--- src/rtl/psum_accumulator.sv ---
// Folds a stream of IN_W-bit partial sums into one ACC_W-bit result per BEATS beats (or early in_last).
// Optional build macro PSUM_ACC_SAT_EN clamps the result at 2^ACC_W-1 instead of wrapping.
module psum_accumulator #(
  parameter int IN_W  = 3,
  parameter int ACC_W = 16,
  parameter int BEATS = 4,
  parameter int CNT_W = 8
) (
  input  logic             clk,
  input  logic             rst,
  input  logic             in_valid,
  output logic             in_ready,
  input  logic [IN_W-1:0]  in_data,
  input  logic             in_last,
  output logic             out_valid,
  input  logic             out_ready,
  output logic [ACC_W-1:0] out_data,
  output logic [CNT_W-1:0] out_beats,
  output logic             out_ovf
);

  localparam logic ACCUM = 1'b0;
  localparam logic HOLD  = 1'b1;
  localparam logic [CNT_W-1:0] LAST_CNT = CNT_W'(BEATS - 1);
  localparam logic [CNT_W-1:0] ONE_CNT  = CNT_W'(1);

  logic             r_state;
  logic [ACC_W-1:0] r_acc;
  logic [CNT_W-1:0] r_cnt;
  logic             r_ovf;
  logic [ACC_W-1:0] r_out_data;
  logic [CNT_W-1:0] r_out_beats;
  logic             r_out_ovf;

  logic             w_in_hs;
  logic             w_out_hs;
  logic             w_close;
  logic [ACC_W:0]   w_sum;
  logic             w_carry;
  logic [ACC_W-1:0] w_next;

  assign out_valid = (r_state == HOLD);
  assign in_ready  = (r_state == ACCUM) || out_ready;
  assign out_data  = r_out_data;
  assign out_beats = r_out_beats;
  assign out_ovf   = r_out_ovf;

  assign w_in_hs  = in_valid && in_ready;
  assign w_out_hs = out_valid && out_ready;
  assign w_close  = in_last || (r_cnt == LAST_CNT);
  assign w_sum    = {1'b0, r_acc} + {{(ACC_W + 1 - IN_W){1'b0}}, in_data};
  assign w_carry  = w_sum[ACC_W];

`ifdef PSUM_ACC_SAT_EN
  // Once clamped, any further nonzero beat carries again, so the value stays pinned.
  assign w_next = w_carry ? {ACC_W{1'b1}} : w_sum[ACC_W-1:0];
`else
  assign w_next = w_sum[ACC_W-1:0];
`endif

  // acc/cnt/ovf are zero whenever a result is held, so a beat accepted alongside
  // the output handshake naturally starts the next result from scratch.
  always_ff @(posedge clk) begin
    if (rst) begin
      r_state     <= ACCUM;
      r_acc       <= '0;
      r_cnt       <= '0;
      r_ovf       <= 1'b0;
      r_out_data  <= '0;
      r_out_beats <= '0;
      r_out_ovf   <= 1'b0;
    end else if (w_in_hs) begin
      if (w_close) begin
        r_out_data  <= w_next;
        r_out_beats <= r_cnt + ONE_CNT;
        r_out_ovf   <= r_ovf | w_carry;
        r_acc       <= '0;
        r_cnt       <= '0;
        r_ovf       <= 1'b0;
        r_state     <= HOLD;
      end else begin
        r_acc <= w_next;
        r_cnt <= r_cnt + ONE_CNT;
        r_ovf <= r_ovf | w_carry;
        if (w_out_hs) begin
          r_state <= ACCUM;
        end
      end
    end else if (w_out_hs) begin
      r_state <= ACCUM;
    end
  end

endmodule

--- config.mk ---
export PLATFORM = sky130hd
export DESIGN_NAME = psum_accumulator
export DESIGN_NICKNAME = d
export VERILOG_FILES = /design/src/rtl/psum_accumulator.sv
export SDC_FILE = /design/constraint.sdc
export NUM_CORES = 1
export LEC_CHECK = 0
export BUFFER_PORTS_ARGS = -buffer_cell sky130_fd_sc_hd__buf_2
export CAP_MARGIN = 20
export CORE_ASPECT_RATIO = 0.7
export CORE_MARGIN = 1.5
export CORE_UTILIZATION = 52
export DETAILED_ROUTE_END_ITERATION = 6
export GPL_TIMING_DRIVEN = 0
export PLACE_DENSITY = 0.8
export SYNTH_ARGS = -nofsm -noshare
export SYNTH_HDL_FRONTEND = slang
export SYNTH_SLANG_ARGS = --single-unit
--- constraint.sdc ---
create_clock -name clk -period 1.95 [get_ports clk]
set_input_delay 0.585 -clock clk [delete_from_list [all_inputs] [get_ports clk]]
set_output_delay 0.585 -clock clk [all_outputs]
set_load 0.03 [all_outputs]
Yosys cells after proc, flatten, opt, wreduce, memory -nomap -nowiden
Cells that the tools add are included.

cells by class
  equal/unequal tests = 1
  mux-type cells = 6
  add/subtract/negate cells = 2
  reduce and logical (&&, ||, !) cells = 5
  bitwise gates (word level) = 2

operators with widths
  cell                   count
  $add A16 B3 Y17        1
  $mux W16               1
  $add A8 B1 Y8 const B  1
  $eq A8 B2 Y1 const B   1
  $mux W8                1
  $mux W1                4
  $logic_and A1 B1 Y1    2
  $logic_or A1 B1 Y1     2
  $reduce_and A2 Y1      1
  $not A1 Y1             1
  $or A1 B1 Y1           1

word-level totals
  output and inout port bits = 27
  flip-flop bits (word level) = 51

Depth between registers and ports, before layout
  word-level depth = 4
  mapped depth = 7
  gate-level depth less buffers = 6

Least setup slack after synthesis
No wires, ideal clock.

  kind = input to register
  start point = input in_data[0]
  end point = register r_out_data[6], in the netlist out_data[6]
  setup slack = -133 ps
  buffers on the path = 0
  arrival = 1998 ps
  required time = 1864 ps
  cell stages on the path = 6
  cells stage by stage = ha_1 -> fa_1 -> a21oi_2 -> nor2_1 -> xnor2_1 -> a211oi_1

on the way
  longest elaborated chain between the ends = 1

ends and longest elaborated chain
  element                 line  text
  start: declaration      13    input logic [IN_W-1:0] in_data,
  $add A16 B3 Y17         51    assign w_sum = {1'b0, r_acc} + {{(ACC_W + 1 - IN_W){1'b0}}, in_data};
  end signal: assignment  74    r_out_data <= w_next;
  end: declaration        31    logic [ACC_W-1:0] r_out_data;

Every way passes these cells.
A chain may end at the register's enable or synchronous reset.

Worst setup path after layout
  start point = input in_data[0]
  end point = register r_out_data[14], in the netlist out_data[14]

Same word-level chain as after synthesis.

==> flow_summary.json <==
{
  "outcome": "finished clean",
  "dr.pass1.iters": 5,
  "initial_utilization_pct": 54.59,
  "die_y_um": 62.45,
  "nets": 353,
  "yosysWarnings": 0,
  "ys_top_cells_by_area": "dfxtp_1 (39%), a21oi_1 (6.9%), a211oi_1 (4.3%)",
  "final_cells": 410,
  "rsz0062_at_grt": "true",
  "r2r-start": "r_acc[0]$_SDFFE_PP0P_",
  "wl_um": 7073,
  "clk_latency_ns": 0.31,
  "finalCritPeriodShare_pct": 97.09,
  "drive_gt1_share_pct": 23.75,
  "fin_crit_ns": 1.893,
  "core_area_sq_um": 4808,
  "p_per_area_nw_per_um2": 716.3,
  "multi_input_area_sq_um": 1551,
  "leakagePower_nw": 1.164,
  "clock_skew_ns": 0.005467,
  "ir_drop_mv": 0.4075,
  "cts_buffers": 5,
  "maxSlewHeadroom_pct": 58.69,
  "dieArea_sq_um": 5490,
  "io_buffer_count": 33,
  "syn_inst": 298,
  "die_w_um": 87.92,
  "holdCritPathClass": "reg2reg",
  "area_growth_pct": 18.40,
  "grt_pass1_vias": 2242,
  "fillCellCount": 406,
  "clockBufferDepth": 2,
  "netlist.area_leader.share_pct": 38.89,
  "grt_usage_pct": 26.43,
  "crit_path_start_kind": "input pin",
  "synth_edf_count": 0,
  "synth_seq_cells": 51,
  "drv_slew": 0,
  "yosys.area_share.simple_pct": 20.64,
  "ys_seq_area_share_pct": 38.89,
  "layout_setup_ws_ns": 0.05671,
  "syn_area_sq_um": 2625,
  "regArea_sq_um": 1022,
  "pre_cts_slack_ns": -0.2657,
  "tightest_slew_ns": 0.6196,
  "synth_top_family_by_area": "compound AO/OA/AOI/OAI gates",
  "grt_util_met2_pct": 38.65,
  "muxShareOfSynthArea_pct": 0,
  "cts-hold-fix-buffers": 0,
  "synth_compound_area_share_pct": 27.65,
  "cts_tree": "built",
  "path_class": "in2reg",
  "yosys.area.top_type": "dfxtp_1",
  "postPlaceCellArea_sq_um": 2902,
  "setup_viol": 0,
  "cts-root-buf": "clkbuf_8",
  "design_area_sq_um": 3108,
  "fmax_mhz": 528.2,
  "synth-main-ff-cell": "dfxtp_1",
  "cts_max_level": 2,
  "top_usage_layer": "met1",
  "wl_per_cell_um": 17.25,
  "vias": 2556,
  "r2r_cells": 6,
  "post-route-util_pct": 64.64,
  "grt_pass1_wl_um": 11310,
  "synth_xor_area_share_pct": 5.005,
  "synth_cell_types": 49,
  "globalplace.congestion": 0.9115,
  "n_antenna_cell": 0,
  "crit_path_max_fanout": 5,
  "met1_usage_pct": 39.03,
  "synth_nets": 311,
  "maxCapViolations": 0,
  "required_ns": 2.12,
  "finalPower_mw": 2.226,
  "dp_cells": 400,
  "cts.sinks": 51,
  "drt_iter0_drc": 196,
  "reg2reg_slack_ns": 0.07,
  "grt_max_degree": 17,
  "cp-end-kind": "register",
  "yosys.area_share.adder_pct": 2.669,
  "reg2reg_to": "out_ovf$_SDFFE_PP0P_",
  "drc": 0,
  "path_clk_slew_ns": 0.10,
  "ios": 35,
  "grtUsageMet3_pct": 7.398,
  "ant_nets": 0,
  "num_rows": 21,
  "hold_path_depth": 2,
  "hold_violations": 0,
  "startpoint": "in_data[0]",
  "crit_path_end": "out_data[14]$_SDFFE_PP0P_",
  "syn_area_per_cell_sq_um": 8.809,
  "arrival_ns": 2.07,
  "antenna_found_initial": 0,
  "grt_overflow": 0,
  "async_flop_share_pct": 0,
  "dp_hpwl_um": 4999,
  "vias_per_cell": 6.234
}
-- how the worst min path moves through the flow --
| stage | endpoint | slack [ns] | start |
|---|---|---|---|
| 2_1_floorplan | r_acc[2]$_SDFFE_PP0P_ | 0.44 | r_acc[2]$_SDFFE_PP0P_ |
| 3_3_place_gp | r_acc[2]$_SDFFE_PP0P_ | 0.46 | r_acc[2]$_SDFFE_PP0P_ |
| 3_5_place_dp | r_acc[2]$_SDFFE_PP0P_ | 0.46 | r_acc[2]$_SDFFE_PP0P_ |
| 4_1_cts | r_acc[2]$_SDFFE_PP0P_ | 0.47 | r_acc[2]$_SDFFE_PP0P_ |
| 5_1_grt | r_acc[2]$_SDFFE_PP0P_ | 0.49 | r_acc[2]$_SDFFE_PP0P_ |
| 6_report | r_acc[2]$_SDFFE_PP0P_ | 0.47 | r_acc[2]$_SDFFE_PP0P_ |
-- flip-flops by register name (all words and copies together), names as in the netlist --
register,cells
out_beats,8
out_data,16
out_ovf,1
out_valid,1
r_acc,16
r_cnt,8
r_ovf,1
-- routing by layer --
metal / share of wire (%) / vias up
met2: 42 / 134
met4: 1.3 / 0
li1: - / 1208
met3: 9.4 / 12
met1: 47 / 1202
met5: 0 / -
-- cell families (layout without fill, tap and decap cells) --
| group | after synthesis | after routing |
|---|---|---|
| AOI/OAI and AO/OA | 106 | 106 |
| xor gates and xnor gates | 15 | 15 |
| adders and majority gates | 5 | 5 |
| buffers and inverters | 31 | 74 |
| DFF | 51 | 51 |
| and+or+nand+nor | 90 | 90 |
-- stage by stage --
step | setup TNS, ns | hold slack (ns)
finish | 0 | 0.4743
detailed placement | -7.087 | 0.4600
global route | -0.07281 | 0.4935
floorplan | 0 | 0.4425
global placement | -6.177 | 0.4584
CTS | 0 | 0.4732
-- timing repair --
action / 4_1_cts / 5_1_grt
resized for setup: 5 / 15
endpoints found under the setup margin: 34 / 46
setup buffers: 0 / 2
pin swaps: 0 / 5
-- layout by cell type (no fill, tap or decap), drive strengths merged, types with 2 or more instances in the layout --
cell / instances
a21oi: 39
a31oi: 9
a311oi: 4
and3: 3
nand3b: 2
or4: 2
a211oi: 16
xor2: 4
a41oi: 3
ha: 4
nor2b: 2
o31ai: 2
nor2: 3
inv: 4
nand2: 19
clkbuf: 24
nor4b: 2
nor3: 21
buf: 45
or3: 4
o211ai: 6
xnor2: 11
nand3: 18
a21o: 3
nand4b: 3
o21ai: 11
nand4: 3
o211a: 7
dfxtp: 51
nor4: 4
o21a: 2
o2111ai: 2
-- synthesized netlist by cell type (6+ instances only) --
| master | number |
|---|---|
| dfxtp_1 | 51 |
| a21oi_1 | 36 |
| nor3_1 | 21 |
| nand2_1 | 18 |
| nand3_1 | 17 |
| clkbuf_1 | 16 |
| a211oi_1 | 15 |
| o21ai_0 | 11 |
| xnor2_1 | 11 |
| a31oi_1 | 9 |
| buf_2 | 9 |
| o211a_1 | 7 |
| o211ai_1 | 6 |
-- power by group --
part           internal (mW)  switching (mW)  leakage, nW
Sequential              1.08          0.0197        0.416
Combinational          0.102           0.237        0.687
Clock                  0.423           0.367       0.0618
-- area by class of cell --
class                      instances  area share [%]
clock inverter                     2           1.248
clock buffer                       6           2.657
tap                               69           2.778
sequential                        51           32.89
buffer                            28           4.348
inverter                           3          0.3623
timing repair buffer              35           5.797
multi-input combinational        216           49.92
-- worst max-delay path, stage by stage --
cell and delay [ns]:
buf_2 0.12, ha_4 0.17, fa_2 0.43, a21oi_4 0.29, nor4_2 0.12, xnor2_1 0.24
a211oi_1 0.10
Note: power is estimated with default switching activity, not from simulation.
